===== config.mk =====
export PLATFORM = sky130hd
export DESIGN_NAME = uart_rx_core
export DESIGN_NICKNAME = d
export VERILOG_FILES = /design/src/rtl/uart_rx_core.sv
export SDC_FILE = /design/constraint.sdc
export NUM_CORES = 1
export LEC_CHECK = 0
export CORE_AREA = 5 5 87 97
export CTS_CLUSTER_SIZE = 28
export DETAILED_ROUTE_END_ITERATION = 8
export DIE_AREA = 0 0 92 102
export GPL_ROUTABILITY_DRIVEN = 0
export SYNTH_ARGS = -nofsm -noshare
export SYNTH_HDL_FRONTEND = slang
export SYNTH_SLANG_ARGS = --single-unit

===== constraint.sdc =====
create_clock -name CLK -period 8.21 [get_ports CLK]
set_clock_uncertainty 0.2 [all_clocks]
set_input_delay 1.642 -clock CLK [delete_from_list [all_inputs] [get_ports CLK]]
set_output_delay 1.642 -clock CLK [all_outputs]
set_load 0.03 [all_outputs]

===== src/rtl/uart_rx_core.sv =====
// uart_rx_core: oversampling UART receiver.
// Frame is start, DATA_WIDTH data bits LSB-first, optional parity, stop.
// Each bit lasts PRESCALE clocks; the value is the majority of the three
// samples around the bit centre. Results are delivered as one-cycle pulses.
module uart_rx_core #(
  parameter int DATA_WIDTH = 8
) (
  input  logic                  CLK,
  input  logic                  RST,
  input  logic                  RX_IN,
  input  logic [5:0]            PRESCALE,
  input  logic                  PAR_EN,
  input  logic                  PAR_TYP,
  output logic [DATA_WIDTH-1:0] P_DATA,
  output logic                  DATA_VALID,
  output logic                  PAR_ERR,
  output logic                  STP_ERR
);

  localparam int BW = (DATA_WIDTH > 1) ? $clog2(DATA_WIDTH) : 1;
  localparam logic [BW-1:0] LAST_BIT = BW'(DATA_WIDTH - 1);

  typedef enum logic [2:0] {
    S_IDLE,
    S_START,
    S_DATA,
    S_PARITY,
    S_STOP
  } rx_state_t;

  rx_state_t r_state;
  rx_state_t w_nextState;

  logic                  r_rxMeta;
  logic                  r_rxSync;
  logic [5:0]            r_prescale;
  logic                  r_parEn;
  logic                  r_parTyp;
  logic [5:0]            r_edgeCnt;
  logic [BW-1:0]         r_bitCnt;
  logic [DATA_WIDTH-1:0] r_shift;
  logic                  r_samp0;
  logic                  r_samp1;
  logic                  r_parFail;

  logic [5:0] w_half;
  logic       w_prescaleLegal;
  logic       w_sampEarly;
  logic       w_sampMid;
  logic       w_sampLate;
  logic       w_bitEnd;
  logic       w_vote;
  logic       w_startFrame;
  logic       w_lastBit;
  logic       w_expParity;
  logic       w_evalStop;
  logic       w_frameOk;
  logic       w_stopFail;
  logic       w_parReport;

  // Two-flop synchronizer; idles high so reset never looks like a start bit
  always_ff @(posedge CLK or negedge RST) begin
    if (!RST) begin
      r_rxMeta <= 1'b1;
      r_rxSync <= 1'b1;
    end else begin
      r_rxMeta <= RX_IN;
      r_rxSync <= r_rxMeta;
    end
  end

  assign w_prescaleLegal = (PRESCALE == 6'd8) || (PRESCALE == 6'd16) || (PRESCALE == 6'd32);
  assign w_half          = {1'b0, r_prescale[5:1]};
  assign w_sampEarly     = (r_edgeCnt == (w_half - 6'd1));
  assign w_sampMid       = (r_edgeCnt == w_half);
  assign w_sampLate      = (r_edgeCnt == (w_half + 6'd1));
  assign w_bitEnd        = (r_edgeCnt == (r_prescale - 6'd1));
  assign w_vote          = (r_samp0 & r_samp1) | (r_samp0 & r_rxSync) | (r_samp1 & r_rxSync);
  assign w_startFrame    = (r_state == S_IDLE) && !r_rxSync;
  assign w_lastBit       = (r_bitCnt == LAST_BIT);
  assign w_expParity     = (^r_shift) ^ r_parTyp;

  // State register
  always_ff @(posedge CLK or negedge RST) begin
    if (!RST) begin
      r_state <= S_IDLE;
    end else begin
      r_state <= w_nextState;
    end
  end

  // Next-state logic: bit boundaries come from the edge counter, the vote decides start and stop
  always_comb begin
    w_nextState = r_state;
    case (r_state)
      S_IDLE: begin
        if (!r_rxSync) w_nextState = S_START;
      end
      S_START: begin
        if (w_sampLate && w_vote) w_nextState = S_IDLE;
        else if (w_bitEnd) w_nextState = S_DATA;
      end
      S_DATA: begin
        if (w_bitEnd && w_lastBit) w_nextState = r_parEn ? S_PARITY : S_STOP;
      end
      S_PARITY: begin
        if (w_bitEnd) w_nextState = S_STOP;
      end
      S_STOP: begin
        if (w_sampLate) w_nextState = S_IDLE;
      end
      default: w_nextState = S_IDLE;
    endcase
  end

  // Output decode: the stop-bit centre is the single point where a frame is judged
  always_comb begin
    w_evalStop  = 1'b0;
    w_frameOk   = 1'b0;
    w_stopFail  = 1'b0;
    w_parReport = 1'b0;
    if ((r_state == S_STOP) && w_sampLate) begin
      w_evalStop  = 1'b1;
      w_stopFail  = !w_vote;
      w_parReport = r_parFail;
      w_frameOk   = w_vote && !r_parFail;
    end
  end

  // Frame configuration is captured as the start bit is seen and held until the frame ends
  always_ff @(posedge CLK or negedge RST) begin
    if (!RST) begin
      r_prescale <= 6'd8;
      r_parEn    <= 1'b0;
      r_parTyp   <= 1'b0;
    end else if (w_startFrame) begin
      r_prescale <= w_prescaleLegal ? PRESCALE : 6'd8;
      r_parEn    <= PAR_EN;
      r_parTyp   <= PAR_TYP;
    end
  end

  // Edge and bit counters; both restart whenever the receiver leaves or sits in IDLE
  always_ff @(posedge CLK or negedge RST) begin
    if (!RST) begin
      r_edgeCnt <= '0;
      r_bitCnt  <= '0;
    end else begin
      if ((r_state == S_IDLE) || (w_nextState == S_IDLE) || w_bitEnd) r_edgeCnt <= '0;
      else r_edgeCnt <= r_edgeCnt + 6'd1;

      if (r_state != S_DATA) r_bitCnt <= '0;
      else if (w_bitEnd) r_bitCnt <= r_bitCnt + BW'(1);
    end
  end

  // Sampling, data shift and parity check; the third vote sample is the live synchronized line
  always_ff @(posedge CLK or negedge RST) begin
    if (!RST) begin
      r_samp0   <= 1'b1;
      r_samp1   <= 1'b1;
      r_shift   <= '0;
      r_parFail <= 1'b0;
    end else begin
      if (w_sampEarly) r_samp0 <= r_rxSync;
      if (w_sampMid) r_samp1 <= r_rxSync;
      if ((r_state == S_DATA) && w_sampLate) r_shift <= {w_vote, r_shift[DATA_WIDTH-1:1]};
      if (w_startFrame) r_parFail <= 1'b0;
      else if ((r_state == S_PARITY) && w_sampLate) r_parFail <= (w_vote != w_expParity);
    end
  end

  // Registered results; pulses last one cycle and P_DATA only moves on a clean frame
  always_ff @(posedge CLK or negedge RST) begin
    if (!RST) begin
      P_DATA     <= '0;
      DATA_VALID <= 1'b0;
      PAR_ERR    <= 1'b0;
      STP_ERR    <= 1'b0;
    end else begin
      DATA_VALID <= w_frameOk;
      PAR_ERR    <= w_parReport;
      STP_ERR    <= w_stopFail;
      if (w_evalStop && w_frameOk) P_DATA <= r_shift;
    end
  end

endmodule

==> results of run 1 <==
state kept, by name (all words and copies together), names as in the netlist, 3 cells and up:
| register | cells |
|---|---|
| r_state | 3 |
| r_edgeCnt | 6 |
| r_shift | 8 |
| P_DATA | 8 |
| r_bitCnt | 3 |
| r_prescale | 6 |
worst max-delay path by stage:
stage / from / endpoint / slack, ns / cells after the start
after detailed placement: PRESCALE[0] / r_prescale[4]$_DFFE_PN0P_ / 4.89 / 4
after CTS: P_DATA[5]$_DFFE_PN0P_ / P_DATA[5] / 5.02 / 1
final: P_DATA[5]$_DFFE_PN0P_ / P_DATA[5] / 5.03 / 1
after global placement: PRESCALE[0] / r_prescale[4]$_DFFE_PN0P_ / 4.93 / 4
after global routing: P_DATA[5]$_DFFE_PN0P_ / P_DATA[5] / 4.96 / 1
after floorplan: PRESCALE[0] / r_prescale[4]$_DFFE_PN0P_ / 5.34 / 3
per-stage QoR:
stage	hold slack [ns]	cells	setup slack (ns)	total power, µW	util, %
final	0.158	336	5.03	669	39.2
after global routing	0.162	336	4.96	713	39.2
after CTS	0.160	336	5.02	678	39.2
after detailed placement	0.147	328	4.89	502	37.6
after global placement	0.147	328	4.93	499	37.6
after floorplan	0.145	227	5.34	449	-
power groups by stage:
stage / combinational (µW) / clock [µW] / sequential, µW
after floorplan: 176 / 0 / 273
after global placement: 207 / 0 / 292
after detailed placement: 209 / 0 / 293
after CTS: 211 / 178 / 289
after global routing: 232 / 187 / 294
final: 208 / 173 / 288
layout by cell type, fill, tap and decap left out, types with 6 or more instances in the layout:
| cell type | count |
|---|---|
| ha_1 | 7 |
| xnor2_1 | 14 |
| inv_1 | 7 |
| o21ai_0 | 9 |
| xor2_1 | 13 |
| nor3_1 | 8 |
| clkdlybuf4s50_1 | 20 |
| nand2_1 | 16 |
| a21oi_1 | 8 |
| nor2_1 | 12 |
| nand2b_1 | 6 |
| mux2_2 | 19 |
| nand3_1 | 9 |
| dfrtp_1 | 39 |
cell families after synthesis:
| kind of cell | Yosys count | synth area share, % |
|---|---|---|
| AND/OR/NAND/NOR | 74 | 17.1 |
| flip-flops | 44 | 44.6 |
| AO/OA/AOI/OAI | 36 | 10.7 |
| XOR/XNOR | 30 | 11.7 |
| multiplexers | 20 | 9.02 |
| buffers and inverters | 15 | 2.82 |
| adder cells (fa/ha/maj) | 8 | 3.93 |
cell type report:
type | instances | area (µm²)
Fill cell | 735 | 4470
Multi-Input combinational cell | 168 | 1310
Sequential cell | 44 | 1110
Timing Repair Buffer | 22 | 213
Tap cell | 87 | 109
Clock buffer | 5 | 68.8
Clock inverter | 3 | 46.3
Inverter | 7 | 26.3
metal layers:
| layer | wire, µm | vias to the layer above | share of wire, % | GRT usage, % |
|---|---|---|---|---|
| li1 | - | 851 | - | - |
| met5 | 0 | - | 0 | 0 |
| met4 | 83 | 0 | 1.7 | 3.89 |
| met3 | 173 | 8 | 3.6 | 2.50 |
| met1 | 2290 | 827 | 48 | 14.8 |
| met2 | 2200 | 34 | 46 | 17.5 |
==> results.tsv, run 1 <==
stage	metric	value	unit
global_routing	grt_antenna_before_repair	0	
sta	fin_setup_tns	0	ns
finish	final_area	2880	µm²
power_and_ir_drop	peakVddDrop	0.000113	V
outcome	status	finished clean	
worst_setup_path	r2r-start	r_prescale[2]$_DFFE_PN0P_	
synth	yosysWarnings	0	
worst_setup_path	critical_path.cell_chain	clkdlybuf4s50_1	
drt	wl_per_cell	14.1	µm
worst_setup_path	reg2reg_depth	7	
cts	cts_max_path_buffers	2	
finish	syn_to_final_growth	16.1	%
worst_setup_path	cp_top_family	buffers and inverters	
flow_run	maxCapViolCount	0	
finish	drive_above_1_share	18.9	%
cts	clk_pin_slew	0.10	ns
synth	synth_area_leaders	dfrtp_1 39%, mux2_2 8.6%, dfstp_2 5.3%	
floorplanning	dieArea	9380	µm²
sta	timing_hold_violations_final	0	
synth	synth_nets	245	
worst_setup_path	crit_arrival	1.34	ns
synth	yosys-top-cells-count	39 x dfrtp_1, 19 x mux2_2, 16 x nand2_1	
synth	avgSynthCellArea	10.9	µm²
floorplanning	row_count	33	
worst_setup_path	start_kind	flop	
sta	setup_viol	0	
worst_setup_path	critPathKind	flop to output pin	
drt	avgViaCountPerCell	5.12	
cts	cts_made_buffers	5	
sta	clock.fmax	315	MHz
synth	synthCells	227	
sta	tightest_slew	0.989	ns
worst_setup_path	worst_path_max_delay_cell	clkdlybuf4s50_1	
finish	nNetsFinal	266	
synth	synth_cell_types	49	
power_and_ir_drop	seqPwrFrac	43.1	%
floorplanning	io_pins	22	
floorplanning	initial_core_util	33.8	%
drt	first_iter_violations	89	
synth	synth-seq-area-share	44.6	%
power_and_ir_drop	leakage	0.00121	µW
cts	insertion_delay	0.30	ns
worst_setup_path	reg2reg_slack	5.20	ns
synth	syn_area	2480	µm²
global_routing	grt_pass1_vias	1745	
sta	finalCritPeriodShare	38.7	%
sta	relSlewSlack	34.1	%
hold_path	holdCritStartpoint	r_rxMeta$_DFF_PN1_	
cts	cts.sinks	44	
floorplanning	die_height	102	µm
power_and_ir_drop	clkPwrFrac	25.8	%
placed_design	dpl-instance-area	2770	µm²
power_and_ir_drop	sw_frac_of_total	35.9	%
drt	via_count	1720	
hold_path	hold_path_end	r_rxSync$_DFF_PN1_	
power_and_ir_drop	p_per_area	232	nW/µm²
power_and_ir_drop	power_frac_comb	31.1	%
floorplanning	core_area	7350	µm²
cts	root_buffer	clkbuf_8	
cts	h-tree-depth	2	
drt	drc	0	
drt	antenna_left	0	
synth	ys_seq_elements	44	
drt	routed_wl	4.74	mm
global_routing	grt_max_degree	45	
drt	first_pass_iters	4	
synth	yosysMostFrequentCell	dfrtp_1	
hold_path	whs_path_depth	0	
worst_setup_path	worstSetupEndpointType	output pin	
worst_setup_path	cp_slowest_stage_delay	0.67	ns
global_routing	track_usage	11.0	%
sta	rsz0062_at_grt	false	
synth	synth_area_leader_cell	dfrtp_1	
worst_setup_path	r2r-end	P_DATA[1]$_DFFE_PN0P_	
synth	synth_top_area_share	39.3	%
worst_setup_path	crit_fanout	2	
cts	post_cts_resized	0	
cts	post_cts_buffers	0	
floorplanning	die_w	92	µm
global_routing	grt_pass1_wl	8.32	mm
worst_setup_path	path_buf_inv	1	
synth	synth_edf_count	0	
placed_design	numPortBuffers	21	
synth	synthFlopType	dfrtp_1	
worst_setup_path	critPathRequiredTime	6.37	ns
synth	async_flop_share	100	%
global_routing	gr-total-overflow	0	
hold_path	hold_path_class	flop to flop	
cts	cts-hold-fix-buffers	0	
placed_design	hpwlAfterDp	3.36	mm
finish	diodes	0	
power_and_ir_drop	internal_power	429	µW
sta	period_needed	3.18	ns
sta	slew_violations	0	
power_and_ir_drop	p_switching	241	µW
cts	cts_tree	built	
Note: power is estimated with default switching activity, not from simulation.
==> inputs of run 2 (changes only) <==
Clock period 8.21 ns to 2.7 ns, I/O delays scaled along.
==> run 2 against run 1 <==
Setup slack lost 4.9 ns. Wire length is 7.8% higher. Sequential cell count stayed put. Hold slack gained 0.0015 ns. Global-route usage increased by 0.70 points. Combinational power rose to 3.5 times the previous value. Final cell count is 4.5% higher. Non-clock buffer count is 15 higher. Critical endpoint is now r_edgeCnt[1]$_DFF_PN0_. Highest routed layer unchanged.
==> results.tsv, run 2 (synthesis gave the netlist of run 1 again) <==
stage	metric	value	unit	change
sta	fin_setup_tns	0	ns	unchanged
finish	final_area	3010	µm²	was 2880 µm²
floorplanning	die_height	102	µm	unchanged
placed_design	numPortBuffers	21		unchanged
sta	rsz0062_at_grt	false		unchanged
worst_setup_path	critPathRequiredTime	2.66	ns	was 6.37 ns
placed_design	dpl-instance-area	2860	µm²	was 2770 µm²
floorplanning	io_pins	22		unchanged
sta	relSlewSlack	67.9	%	was 34.1%
worst_setup_path	crit_fanout	9		was 2
floorplanning	dieArea	9380	µm²	unchanged
power_and_ir_drop	peakVddDrop	0.000367	V	was 0.000113 V
power_and_ir_drop	clkPwrFrac	25.0	%	was 25.8%
cts	cts_made_buffers	5		unchanged
drt	first_iter_violations	54		was 89
drt	first_pass_iters	4		unchanged
drt	drc	0		unchanged
global_routing	grt_pass1_wl	8.81	mm	was 8.32 mm
drt	wl_per_cell	14.6	µm	was 14.1 µm
power_and_ir_drop	power_frac_comb	34.5	%	was 31.1%
worst_setup_path	r2r-start	r_prescale[1]$_DFFE_PN0P_		was r_prescale[2]$_DFFE_PN0P_
drt	via_count	1784		was 1720
sta	setup_viol	0		unchanged
global_routing	track_usage	11.7	%	was 11.0%
floorplanning	core_area	7350	µm²	unchanged
cts	cts_max_path_buffers	2		unchanged
worst_setup_path	cp_slowest_stage_delay	0.44	ns	was 0.67 ns
finish	syn_to_final_growth	21.4	%	was 16.1%
hold_path	hold_path_class	flop to flop		unchanged
finish	nFillCells	739		was 735
finish	instances_no_fill	351		was 336
sta	timing_hold_violations_final	0		unchanged
power_and_ir_drop	p_per_area	701	nW/µm²	was 232 nW/µm²
placed_design	dp.cells	340		was 328
worst_setup_path	startpoint	r_prescale[1]$_DFFE_PN0P_		was P_DATA[5]$_DFFE_PN0P_
sta	period_needed	2.58	ns	
drt	avgViaCountPerCell	5.08		was 5.12
worst_setup_path	crit_arrival	2.54	ns	was 1.34 ns
global_routing	gr-total-overflow	0		unchanged
worst_setup_path	worstSetupEndpointType	flop		was output pin
power_and_ir_drop	internal_power	1350	µW	was 429 µW
sta	tightest_slew	0.468	ns	was 0.989 ns
finish	seq_area	1110	µm²	unchanged
worst_setup_path	critPathKind	flop to flop		was flop to output pin
worst_setup_path	reg2reg_slack	0.12	ns	was 5.20 ns
worst_setup_path	reg2reg_depth	7		unchanged
floorplanning	initial_core_util	33.8	%	unchanged
power_and_ir_drop	seqPwrFrac	40.5	%	was 43.1%
floorplanning	row_count	33		unchanged
cts	clk_pin_slew	0.10	ns	about the same
cts	cts_tree	built		unchanged
sta	slew_violations	0		unchanged
drt	routed_wl	5.11	mm	was 4.74 mm
global_routing	grt_pass1_vias	1819		was 1745
cts	h-tree-depth	2		unchanged
sta	clock.fmax	388	MHz	
cts	cts.sinks	44		unchanged
finish	final_cell_mix	39 x dfrtp_1, 20 x clkdlybuf4s50_1, 19 x mux2_2		unchanged
cts	insertion_delay	0.31	ns	was 0.30 ns
global_routing	grt_antenna_before_repair	0		unchanged
drt	antenna_left	0		unchanged
finish	drive_above_1_share	23.9	%	was 18.9%
worst_setup_path	start_kind	flop		unchanged
power_and_ir_drop	p_switching	759	µW	was 241 µW
worst_setup_path	path_buf_inv	1		unchanged
sta	finalCritPeriodShare	95.5	%	
power_and_ir_drop	power	2110	µW	was 669 µW
placed_design	hpwlAfterDp	3.84	mm	was 3.36 mm
worst_setup_path	path_depth	7		was 1
flow_run	maxCapViolCount	0		unchanged
finish	largestRegisters	P_DATA: 8 flops, r_shift: 8 flops		unchanged
worst_setup_path	cp_top_family	compound AO/OA/AOI/OAI gates		was buffers and inverters
worst_setup_path	critPathCapture	r_edgeCnt[1]$_DFF_PN0_		was P_DATA[5]
power_and_ir_drop	leakage	0.00129	µW	was 0.00121 µW
cts	root_buffer	clkbuf_8		unchanged
worst_setup_path	r2r-end	r_edgeCnt[1]$_DFF_PN0_		was P_DATA[1]$_DFFE_PN0P_
worst_setup_path	worst_path_max_delay_cell	a2111oi_0		was clkdlybuf4s50_1
global_routing	grt_max_degree	19		was 45
outcome	status	finished clean		unchanged
finish	multi_input_area	1330	µm²	was 1310 µm²
finish	finish.utilization	41.0	%	was 39.2%
power_and_ir_drop	sw_frac_of_total	35.9	%	about the same
finish	diodes	0		unchanged
finish	mostFrequentLayoutCell	dfrtp_1		unchanged
floorplanning	die_w	92	µm	unchanged
finish	nNetsFinal	281		was 266
worst_setup_path	critical_path.cell_chain	ha_1 > and2_1 > a211o_1 > a31oi_4 > o31ai_2 > buf_4 > a2111oi_0		was clkdlybuf4s50_1
[run 2: metrics by stage]
| stage | hold slack [ns] | setup slack (ns) |
|---|---|---|
| 3_5_place_dp | 0.149 | -0.0280 |
| 3_3_place_gp | 0.146 | 0.0388 |
| 5_1_grt | 0.168 | 0.0215 |
| 4_1_cts | 0.162 | 0.0274 |
| 2_1_floorplan | 0.0444 | 0.128 |
| 6_report | 0.160 | 0.120 |
[run 2: metal layers]
| metal | GRT usage, % | vias to the layer above | routed length [µm] |
|---|---|---|---|
| li1 | - | 878 | - |
| met1 | 15.4 | 874 | 2340 |
| met2 | 19.4 | 27 | 2540 |
| met3 | 2.50 | 5 | 177 |
| met4 | 3.66 | 0 | 57 |
| met5 | 0 | - | 0 |
[run 2: worst min-delay path by stage]
stage	start	end	slack (ns)	cells past startpoint
2_1_floorplan	RST	DATA_VALID$_DFF_PN0_	0.04	0
3_3_place_gp	r_rxMeta$_DFF_PN1_	r_rxSync$_DFF_PN1_	0.15	0
3_5_place_dp	r_rxMeta$_DFF_PN1_	r_rxSync$_DFF_PN1_	0.15	0
4_1_cts	r_rxMeta$_DFF_PN1_	r_rxSync$_DFF_PN1_	0.16	0
5_1_grt	r_rxMeta$_DFF_PN1_	r_rxSync$_DFF_PN1_	0.17	0
6_report	r_rxMeta$_DFF_PN1_	r_rxSync$_DFF_PN1_	0.16	0
[run 2: area by class of cell]
type	instances	area share, %
flip-flops and latches	44	36.8
clock buffers	5	2.28
inverters	7	0.872
well taps	87	3.61
repair buffers	37	10.9
clock inverters	3	1.54
multi-input cells	168	44.1
[run 2: repair_timing]
action,in CTS,in global routing
setup buffers,0,2
hold buffers,1,0
pin swaps,1,2
gates cloned,0,0
gates resized for setup,0,3
setup endpoints to repair,8,23
endpoints found under the hold margin,10,0
[run 2: power groups by stage]
stage | combinational [µW] | sequential (µW) | clock, µW
after detailed placement | 710 | 868 | 0
after global routing | 812 | 869 | 574
after global placement | 699 | 867 | 0
after CTS | 715 | 855 | 538
after floorplan | 534 | 830 | 0
final | 728 | 855 | 529
==> inputs of run 3 (changes only) <==
Settings changed: CORE_AREA 5 5 87 97 to 5 5 91 93, DIE_AREA 0 0 92 102 to 0 0 96 98.
==> run 3 against run 2 <==
Critical path depth stayed put. Non-clock buffer count is 1 higher. Via count is 0.95% higher. Combinational power is 0.5% higher. Setup slack worse by 0.0024 ns. Register-to-register slack hardly changed. Clock-buffer cell count is 1 higher. Sequential power is 1% higher. Final area is 0.42% lower. Largest power group unchanged. Highest routed layer unchanged.
==> results.tsv, run 3 (synthesis gave the netlist of run 1 again) <==
stage	metric	value	unit	change
worst_setup_path	crit_arrival	2.54	ns	about the same
floorplanning	row_count	32		was 33
finish	instances_no_fill	367		was 351
floorplanning	initial_core_util	33.3	%	was 33.8%
worst_setup_path	worstSetupEndpointType	flop		unchanged
worst_setup_path	critPathCapture	r_edgeCnt[3]$_DFF_PN0_		was r_edgeCnt[1]$_DFF_PN0_
worst_setup_path	cp_common_cell	buf_4		
outcome	status	finished clean		unchanged
sta	finalCritPeriodShare	95.6	%	was 95.5%
power_and_ir_drop	internal_power	1270	µW	was 1350 µW
power_and_ir_drop	seqPwrFrac	43.3	%	was 40.5%
worst_setup_path	worst_path_max_delay_cell	dfstp_2		was a2111oi_0
cts	cts-hold-fix-buffers	0		was 1
worst_setup_path	critPathRequiredTime	2.65	ns	was 2.66 ns
power_and_ir_drop	power_frac_comb	36.6	%	was 34.5%
power_and_ir_drop	p_per_area	667	nW/µm²	was 701 nW/µm²
finish	drive_above_1_share	23.4	%	was 23.9%
power_and_ir_drop	clkPwrFrac	20.1	%	was 25.0%
placed_design	dp.cells	355		was 340
finish	diodes	0		unchanged
finish	syn_to_final_growth	20.9	%	was 21.4%
drt	via_count	1801		was 1784
global_routing	grt_pass1_vias	1813		was 1819
power_and_ir_drop	leakage	0.00128	µW	was 0.00129 µW
placed_design	hpwlAfterDp	3.64	mm	was 3.84 mm
floorplanning	io_pins	22		unchanged
drt	first_pass_iters	4		unchanged
cts	cts_max_path_buffers	2		unchanged
worst_setup_path	path_buf_inv	2		was 1
worst_setup_path	cp_slowest_stage_delay	0.68	ns	was 0.44 ns
sta	period_needed	2.58	ns	about the same
finish	final_cell_mix	39 x dfrtp_1, 20 x clkdlybuf4s50_1, 19 x mux2_2		unchanged
drt	antenna_left	0		unchanged
cts	h-tree-depth	2		unchanged
floorplanning	die_height	98	µm	was 102 µm
drt	avgViaCountPerCell	4.91		was 5.08
floorplanning	core_area	7450	µm²	was 7350 µm²
finish	mostFrequentLayoutCell	dfrtp_1		unchanged
floorplanning	die_w	96	µm	was 92 µm
power_and_ir_drop	peakVddDrop	0.000397	V	was 0.000367 V
worst_setup_path	critPathKind	flop to flop		unchanged
worst_setup_path	path_depth	7		unchanged
sta	timing_hold_violations_final	0		unchanged
placed_design	numPortBuffers	21		unchanged
sta	tightest_slew	0.702	ns	was 0.468 ns
power_and_ir_drop	p_switching	731	µW	was 759 µW
worst_setup_path	r2r-start	r_prescale[3]$_DFFE_PN1P_		was r_prescale[1]$_DFFE_PN0P_
drt	drc	0		unchanged
global_routing	grt_pass1_wl	8.72	mm	was 8.81 mm
cts	insertion_delay	0.30	ns	was 0.31 ns
worst_setup_path	reg2reg_slack	0.12	ns	about the same
cts	clk_pin_slew	0.09	ns	was 0.10 ns
global_routing	grt_antenna_before_repair	0		unchanged
worst_setup_path	reg2reg_depth	7		unchanged
sta	slew_violations	0		unchanged
finish	nNetsFinal	282		was 281
floorplanning	dieArea	9410	µm²	was 9380 µm²
worst_setup_path	r2r-end	r_edgeCnt[3]$_DFF_PN0_		was r_edgeCnt[1]$_DFF_PN0_
global_routing	gr-total-overflow	0		unchanged
worst_setup_path	cp_top_family	flip-flops		was compound AO/OA/AOI/OAI gates
cts	cts_tree	built		unchanged
hold_path	hold_path_class	input port to async pin		was flop to flop
flow_run	maxCapViolCount	0		unchanged
power_and_ir_drop	sw_frac_of_total	36.6	%	was 35.9%
sta	clock.fmax	387	MHz	was 388 MHz
sta	setup_ws	0.118	ns	was 0.120 ns
global_routing	grt_max_degree	45		was 19
sta	fin_hold_ws	0.109	ns	was 0.160 ns
worst_setup_path	critical_path.cell_chain	nand2_1 > buf_4 > or3_1 > nand4_2 > buf_4 > o31ai_4 > a2111oi_1		was ha_1 > and2_1 > a211o_1 > a31oi_4 > o31ai_2 > buf_4 > a2111oi_0
global_routing	track_usage	11.7	%	about the same
placed_design	place_ws	0.0225	ns	was -0.0280 ns
cts	cts_made_buffers	5		unchanged
worst_setup_path	start_kind	flop		unchanged
worst_setup_path	crit_fanout	13		was 9
cts	root_buffer	clkbuf_8		unchanged
drt	wl_per_cell	13.3	µm	was 14.6 µm
drt	routed_wl	4.89	mm	was 5.11 mm
cts	cts.sinks	44		unchanged
sta	relSlewSlack	52.8	%	was 67.9%
worst_setup_path	startpoint	r_prescale[3]$_DFFE_PN1P_		was r_prescale[1]$_DFFE_PN0P_
finish	largestRegisters	P_DATA: 8 flops, r_shift: 8 flops		unchanged
sta	setup_viol	0		unchanged
drt	first_iter_violations	72		was 54
sta	rsz0062_at_grt	true		was false
run 3: cell types whose count changed in the layout (fill, tap and decap cells not counted), sizes merged:
| cell | change |
|---|---|
| dlygate4sd3 | -1 |
| clkinv | +1 |
| clkbuf | +1 |
| bufinv | -1 |
| buf | +2 |
| inv | -1 |
run 3: stage by stage:
stage                     total power, µW  setup TNS [ns]  cell area, µm²  util, %
after floorplan                      1360               0            2480        -
after CTS                            1980               0            2950     39.7
after global routing                 2150         -0.0257            3000     40.3
final                                2000               0            3000     40.3
after global placement               1570               0            2870     38.5
after detailed placement             1570               0            2870     38.5
run 3: worst min-delay path by stage:
stage,from,endpoint,cells past startpoint
floorplan,RST,DATA_VALID$_DFF_PN0_,0
global placement,r_rxMeta$_DFF_PN1_,r_rxSync$_DFF_PN1_,0
detailed placement,r_rxMeta$_DFF_PN1_,r_rxSync$_DFF_PN1_,0
CTS,RST,P_DATA[6]$_DFFE_PN0P_,2
global route,RST,r_shift[6]$_DFFE_PN0P_,2
finish,RST,r_state[0]$_DFF_PN0_,2
run 3: layout make-up:
type / count / area [µm²]
inverter: 7 / 26.3
clock inverter: 2 / 12.5
fill: 756 / 4450
clock buffer: 6 / 72.6
multi-input combinational: 168 / 1320
sequential: 44 / 1110
timing repair buffer: 38 / 333
tap: 102 / 128
run 3: power groups by stage:
stage	combinational (µW)	clock, µW	sequential [µW]
finish	732	402	866
floorplan	534	0	830
detailed placement	694	0	879
global placement	687	0	880
global route	820	448	885
CTS	698	418	867
run 3: repair_timing:
item,4_1_cts,5_1_grt
setup endpoints to repair,0,15
endpoints found under the hold margin,0,0
buffers inserted,0,4
gates resized for setup,0,3
run 3: layer usage:
metal / up-vias / global-route usage, % / part of all wire, %
met5: - / 0 / 0
met4: 0 / 4.38 / 2.0
met3: 10 / 3.31 / 3.8
met2: 41 / 17.3 / 46
met1: 863 / 16.1 / 48
li1: 887 / - / -
